$ cat config.mk
export PLATFORM = sky130hd
export DESIGN_NAME = fifo_stream_drain_flat
export DESIGN_NICKNAME = d
export VERILOG_FILES = /design/src/rtl/fifo_stream_drain_if.sv /design/src/rtl/fifo_stream_drain.sv /design/src/flat_wrapper.sv
export SDC_FILE = /design/constraint.sdc
export NUM_CORES = 1
export LEC_CHECK = 0
export CAP_MARGIN = 0
export CORE_MARGIN = 2
export CORE_UTILIZATION = 35
export DETAILED_ROUTE_END_ITERATION = 12
export REMOVE_ABC_BUFFERS = 1
export SETUP_SLACK_MARGIN = 0.4
export SLEW_MARGIN = 30
export SYNTH_ARGS = -nofsm -noshare
export SYNTH_HDL_FRONTEND = slang
export SYNTH_SLANG_ARGS = --single-unit
$ cat constraint.sdc
create_clock -name clk -period 2.9 [get_ports clk]
set_clock_uncertainty 0.05 [all_clocks]
set_input_delay 0.58 -clock clk [delete_from_list [all_inputs] [get_ports clk]]
set_output_delay 0.58 -clock clk [all_outputs]
set_load 0.02 [all_outputs]
$ cat src/rtl/fifo_stream_drain_if.sv
// Valid/ready stream carrying words from fifo_stream_drain to the next stage.
//   m_data  : stream word (master -> slave)
//   m_valid : word on m_data is valid (master -> slave)
//   m_ready : slave accepts the word this cycle (slave -> master)
interface fifo_stream_drain_if #(
  parameter int unsigned DATA_WIDTH = 8
);
  logic [DATA_WIDTH-1:0] m_data;
  logic                  m_valid;
  logic                  m_ready;

  modport master (output m_data, output m_valid, input m_ready);
  modport slave  (input m_data, input m_valid, output m_ready);
endinterface

$ cat src/rtl/fifo_stream_drain.sv
// Drains a one-cycle-latency circular FIFO into a valid/ready stream through a
// 3-entry skid buffer; counts delivered words and keeps a sticky underflow flag.
//   clk, rst_n     : clock, async active-low reset
//   en             : allow new FIFO reads (buffered/in-flight words still drain)
//   fifo_empty     : FIFO empty status
//   fifo_underflow : FIFO underflow pulse
//   fifo_data      : FIFO data_out, valid the cycle after a read
//   fifo_rd        : FIFO read strobe
//   strm           : stream master (m_data / m_valid / m_ready)
//   byte_cnt       : stream transfers since reset, wraps
//   err_underflow  : sticky underflow flag
//   clr_err        : synchronous clear of err_underflow (set has priority)
module fifo_stream_drain #(
  parameter int unsigned DATA_WIDTH = 8,
  parameter int unsigned CNT_WIDTH  = 16
) (
  input  logic                  clk,
  input  logic                  rst_n,
  input  logic                  en,
  input  logic                  fifo_empty,
  input  logic                  fifo_underflow,
  input  logic [DATA_WIDTH-1:0] fifo_data,
  output logic                  fifo_rd,
  fifo_stream_drain_if.master   strm,
  output logic [CNT_WIDTH-1:0]  byte_cnt,
  output logic                  err_underflow,
  input  logic                  clr_err
);

  localparam int unsigned DEPTH = 3;

  logic [DATA_WIDTH-1:0] skid_mem [DEPTH];
  logic [1:0]            occ;
  logic                  pend;
  logic [1:0]            wr_idx;
  logic [1:0]            rd_idx;
  logic                  xfer_c;

  // Issue a read only when the buffer can absorb it plus any word still in flight.
  assign fifo_rd = rst_n && en && !fifo_empty && ((3'(occ) + 3'(pend)) < 3'(DEPTH));

  assign strm.m_valid = (occ != 2'd0);
  assign strm.m_data  = skid_mem[rd_idx];
  assign xfer_c       = strm.m_valid && strm.m_ready;

  // Skid buffer: capture the word returned by last cycle's read, pop on transfer.
  always_ff @(posedge clk or negedge rst_n) begin
    if (!rst_n) begin
      for (int i = 0; i < int'(DEPTH); i++) begin
        skid_mem[i] <= '0;
      end
      occ    <= 2'd0;
      pend   <= 1'b0;
      wr_idx <= 2'd0;
      rd_idx <= 2'd0;
    end else begin
      pend <= fifo_rd;
      if (pend) begin
        skid_mem[wr_idx] <= fifo_data;
        wr_idx           <= (wr_idx == 2'd2) ? 2'd0 : wr_idx + 2'd1;
      end
      if (xfer_c) begin
        rd_idx <= (rd_idx == 2'd2) ? 2'd0 : rd_idx + 2'd1;
      end
      occ <= occ + 2'(pend) - 2'(xfer_c);
    end
  end

  // Delivered-word counter, wraps naturally at its width.
  always_ff @(posedge clk or negedge rst_n) begin
    if (!rst_n) begin
      byte_cnt <= '0;
    end else if (xfer_c) begin
      byte_cnt <= byte_cnt + CNT_WIDTH'(1);
    end
  end

  // Sticky underflow flag; a new underflow beats a simultaneous clear.
  always_ff @(posedge clk or negedge rst_n) begin
    if (!rst_n) begin
      err_underflow <= 1'b0;
    end else if (fifo_underflow) begin
      err_underflow <= 1'b1;
    end else if (clr_err) begin
      err_underflow <= 1'b0;
    end
  end

  // Buffered plus in-flight words can never exceed the buffer depth.
  always_ff @(posedge clk) begin
    if (rst_n) begin
      assert ((3'(occ) + 3'(pend)) <= 3'(DEPTH));
    end
  end

endmodule
$ cat src/flat_wrapper.sv
// flat-port wrapper written by rule: the top's interface ports become plain ports
module fifo_stream_drain_flat 
#(
  parameter int unsigned DATA_WIDTH = 8,
  parameter int unsigned CNT_WIDTH  = 16
)
  (clk, rst_n, en, fifo_empty, fifo_underflow, fifo_data, fifo_rd, byte_cnt, err_underflow, clr_err, strm_m_data, strm_m_valid, strm_m_ready);
  fifo_stream_drain_if #(.DATA_WIDTH(DATA_WIDTH)) strm_i ();
  input  logic clk;
  input  logic rst_n;
  input  logic en;
  input  logic fifo_empty;
  input  logic fifo_underflow;
  input  logic [DATA_WIDTH-1:0] fifo_data;
  output logic fifo_rd;
  output logic [CNT_WIDTH-1:0] byte_cnt;
  output logic err_underflow;
  input  logic clr_err;
  output wire logic [$bits(strm_i.m_data)-1:0] strm_m_data;
  output wire logic [$bits(strm_i.m_valid)-1:0] strm_m_valid;
  input wire logic [$bits(strm_i.m_ready)-1:0] strm_m_ready;
  assign strm_m_data = strm_i.m_data;
  assign strm_m_valid = strm_i.m_valid;
  assign strm_i.m_ready = strm_m_ready;
  fifo_stream_drain #(.DATA_WIDTH(DATA_WIDTH), .CNT_WIDTH(CNT_WIDTH)) u_core (.clk(clk), .rst_n(rst_n), .en(en), .fifo_empty(fifo_empty), .fifo_underflow(fifo_underflow), .fifo_data(fifo_data), .fifo_rd(fifo_rd), .strm(strm_i), .byte_cnt(byte_cnt), .err_underflow(err_underflow), .clr_err(clr_err));
endmodule
==> impl_metrics.py <==
metrics = {
    "worst_setup_path": {
        "critical_path_required_ns": 2.27,
        "start_kind": "flip-flop",
        "crit_path_end_kind": "primary output",
        "r2r-start": "u_core.occ[1]",
        "r2r_slack_ns": 0.81,
        "crit_arrival_ns": 1.80,
        "crit_fanout": 4,
        "reg2reg_depth": 7,
        "critical_path_class": "reg2out",
        "r2r_end": "u_core.occ[1]",
    },
    "route": {
        "drc_errors": 0,
        "vias": 1420,
        "via_per_inst": 4.749,
        "avgRoutedWirePerCell_um": 13.19,
        "drt_pre_antenna_iters": 4,
        "drt_iter0_drc": 55,
        "wl_mm": 3.943,
        "ant_nets": 0,
    },
    "outcome": {
        "status": "complete, no violations",
    },
    "sta": {
        "rsz0062_at_grt": "yes",
        "holdWs_ns": 0.3466,
        "tightest_slew_ns": 0.7368,
        "period_minus_slack_ns": 2.431,
        "max_freq_ghz": 0.4114,
        "setup_tns_ns": 0,
        "finalSetupViolCount": 0,
        "layout_worst_path_cycle_share_pct": 83.81,
        "slew_violations": 0,
        "hold_viol": 0,
        "relSlewSlack_pct": 50.62,
    },
    "power_and_ir_drop": {
        "p_leak_nw": 1.300,
        "seq_power_share_pct": 41.5,
        "power.density_nw_per_um2": 964.4,
        "ir_drop_v": 0.0003800,
        "switching_share_pct": 35.41,
        "total_power_w": 0.002693,
        "p_clk_share_pct": 15.1,
        "p_switching_w": 0.0009537,
        "comb_power_share_pct": 43.4,
        "cellInternalPower_w": 0.001740,
    },
    "final_layout": {
        "nets": 243,
        "syn2layout_area_growth_pct": 30.53,
        "fill_cells": 557,
        "layout-drive-gt1-share_pct": 21.88,
        "diodes": 0,
    },
    "clock_tree": {
        "cts_buffer_depth": 2,
        "postCtsHoldBufs": 0,
        "clock-sinks": 48,
        "h-tree-depth": 2,
        "clk_pin_slew_worst_paths_ns": 0.08,
        "root_buffer": "clkbuf_8",
        "cts_made_buffers": 5,
        "worstSkewPairLatency_ns": 0.29,
        "cts_tree": "yes",
    },
    "yosys": {
        "syn_avg_cell_area_um2": 12.51,
        "synth_edf_count": 0,
        "ys_types": 28,
        "syn_area_um2": 2140,
        "synthFlopType": "dfrtp_1",
        "yosysWarnings": 0,
        "synth_seq_area_share_pct": 56.14,
        "synth_cells": 171,
        "synth-seq-cells": 48,
        "synthArstFlopShare_pct": 100.0,
    },
    "placement": {
        "portBuffers": 41,
        "dp.final_hpwl_mm": 2.756,
        "routabilityCongestion": 0.6904,
    },
    "die": {
        "io_pins": 42,
        "initial_core_util_pct": 36.14,
        "row_count": 28,
        "chipWidth_um": 82.19,
        "fp.dieH_um": 82.19,
        "dieArea_um2": 6754,
        "core_um2": 5921,
    },
    "grt": {
        "grt_start_max_net_pins": 49,
        "overflow": 0,
        "first_global_vias": 1373,
        "grt_pass1_wl_mm": 6.617,
        "antenna_found_initial": 0,
        "gr-usage-all-layers_pct": 13.22,
    },
    "worst_hold_path": {
        "min_path_type": "in2async",
    },
    "job": {
        "drv_cap": 0,
    },
}
-- sequential cells by signal, indices dropped and copies added, names as in the netlist --
| name | cells |
|---|---|
| u_core.wr_idx | 2 |
| u_core.pend | 1 |
| u_core.err_underflow | 1 |
| u_core.byte_cnt | 16 |
| u_core.skid_mem | 24 |
| u_core.rd_idx | 2 |
| u_core.occ | 2 |
-- metal layers --
metal | track usage (%) | up-vias | wire length [µm]
met3 | 3.261 | 5 | 132
li1 | - | 689 | -
met5 | 0 | - | 0
met4 | 5.500 | 0 | 70
met2 | 21.29 | 27 | 1975
met1 | 16.96 | 699 | 1765
-- timing repair --
item	in CTS	in global routing
buffers inserted	3	0
gates resized for setup	9	7
endpoints found under the hold margin	0	0
endpoints found under the setup margin	9	7
-- power by group through the flow --
stage,combinational (W),clock [W],sequential (W)
after CTS,0.00121,0.000426,0.00112
after detailed placement,0.00114,0,0.00116
after global routing,0.00128,0.000448,0.00116
after global placement,0.00113,0,0.00115
after floorplan,0.000618,0,0.00117
final,0.00117,0.000407,0.00112
-- cells in the final DEF, fill, tap and decap left out, types with 5 or more instances in the layout --
master,count
nand3_1,6
clkbuf_8,6
dlymetal6s2s_1,6
dfrtp_1,47
o21ai_0,9
nand2_1,23
buf_4,7
mux2i_1,8
xnor2_1,14
mux2_2,24
clkdlybuf4s50_1,31
ha_1,5
inv_1,7
-- stage by stage --
step / utilization (%) / setup WS [ns] / std cells / instance area (µm²)
final: 47.17 / 0.4694 / 299 / 2793
after global routing: 47.17 / 0.3468 / 299 / 2793
after CTS: 47.02 / 0.3350 / 299 / 2784
after detailed placement: 44.80 / 0.03212 / 288 / 2653
after global placement: 44.80 / 0.05974 / 288 / 2653
after floorplan: - / 0.1813 / 167 / 2116
-- cells in the mapped netlist, types with 2 or more instances --
master | n | area, µm²
ha_1 | 5 | 62.56
mux2i_1 | 8 | 80.08
inv_1 | 7 | 26.28
nand3_1 | 6 | 30.03
nand2_1 | 23 | 86.33
o21ai_0 | 9 | 45.04
and3_1 | 2 | 12.51
mux2_2 | 24 | 270.3
nor2_1 | 3 | 11.26
a21o_1 | 3 | 22.52
dfrtp_1 | 48 | 1201
xor2_1 | 3 | 26.28
xnor2_1 | 14 | 122.6
or2_2 | 2 | 12.51
-- cells by family after synthesis --
| kind of cell | after synthesis | share of synthesized area, % |
|---|---|---|
| buffers and inverters | 11 | 2.339 |
| and+or+nand+nor | 44 | 11.29 |
| muxes | 32 | 16.37 |
| xor gates and xnor gates | 17 | 6.959 |
| adders and majority gates | 5 | 2.924 |
| AOI/OAI and AO/OA | 14 | 3.977 |
| DFF | 48 | 56.14 |
-- worst max-delay path by stage --
stage | start | end | slack [ns] | cells past startpoint
3_3_place_gp | en | fifo_rd | 0.06 | 4
2_1_floorplan | u_core.pend | fifo_rd | 0.18 | 3
3_5_place_dp | en | fifo_rd | 0.03 | 4
4_1_cts | u_core.occ[0] | fifo_rd | 0.33 | 4
5_1_grt | u_core.occ[0] | fifo_rd | 0.35 | 4
6_report | u_core.occ[0] | fifo_rd | 0.47 | 4
-- worst max-delay path, cell delays in order, from the launching register on --
cell and delay (ns):
dfrtp_1 0.42, ha_1 0.20, ha_1 0.28, a2111oi_2 0.38
buf_2 0.23
-- cell type report --
cell class | instances | area (µm²) | share of cell area, %
flip-flops and latches | 48 | 1202 | 43.06
multi-input cells | 112 | 894.6 | 32.03
repair buffers | 49 | 485.5 | 17.38
well taps | 75 | 93.84 | 3.360
clock buffers | 8 | 90.09 | 3.226
inverters | 7 | 26.28 | 0.9409
Power figures use the tool's default switching activity.
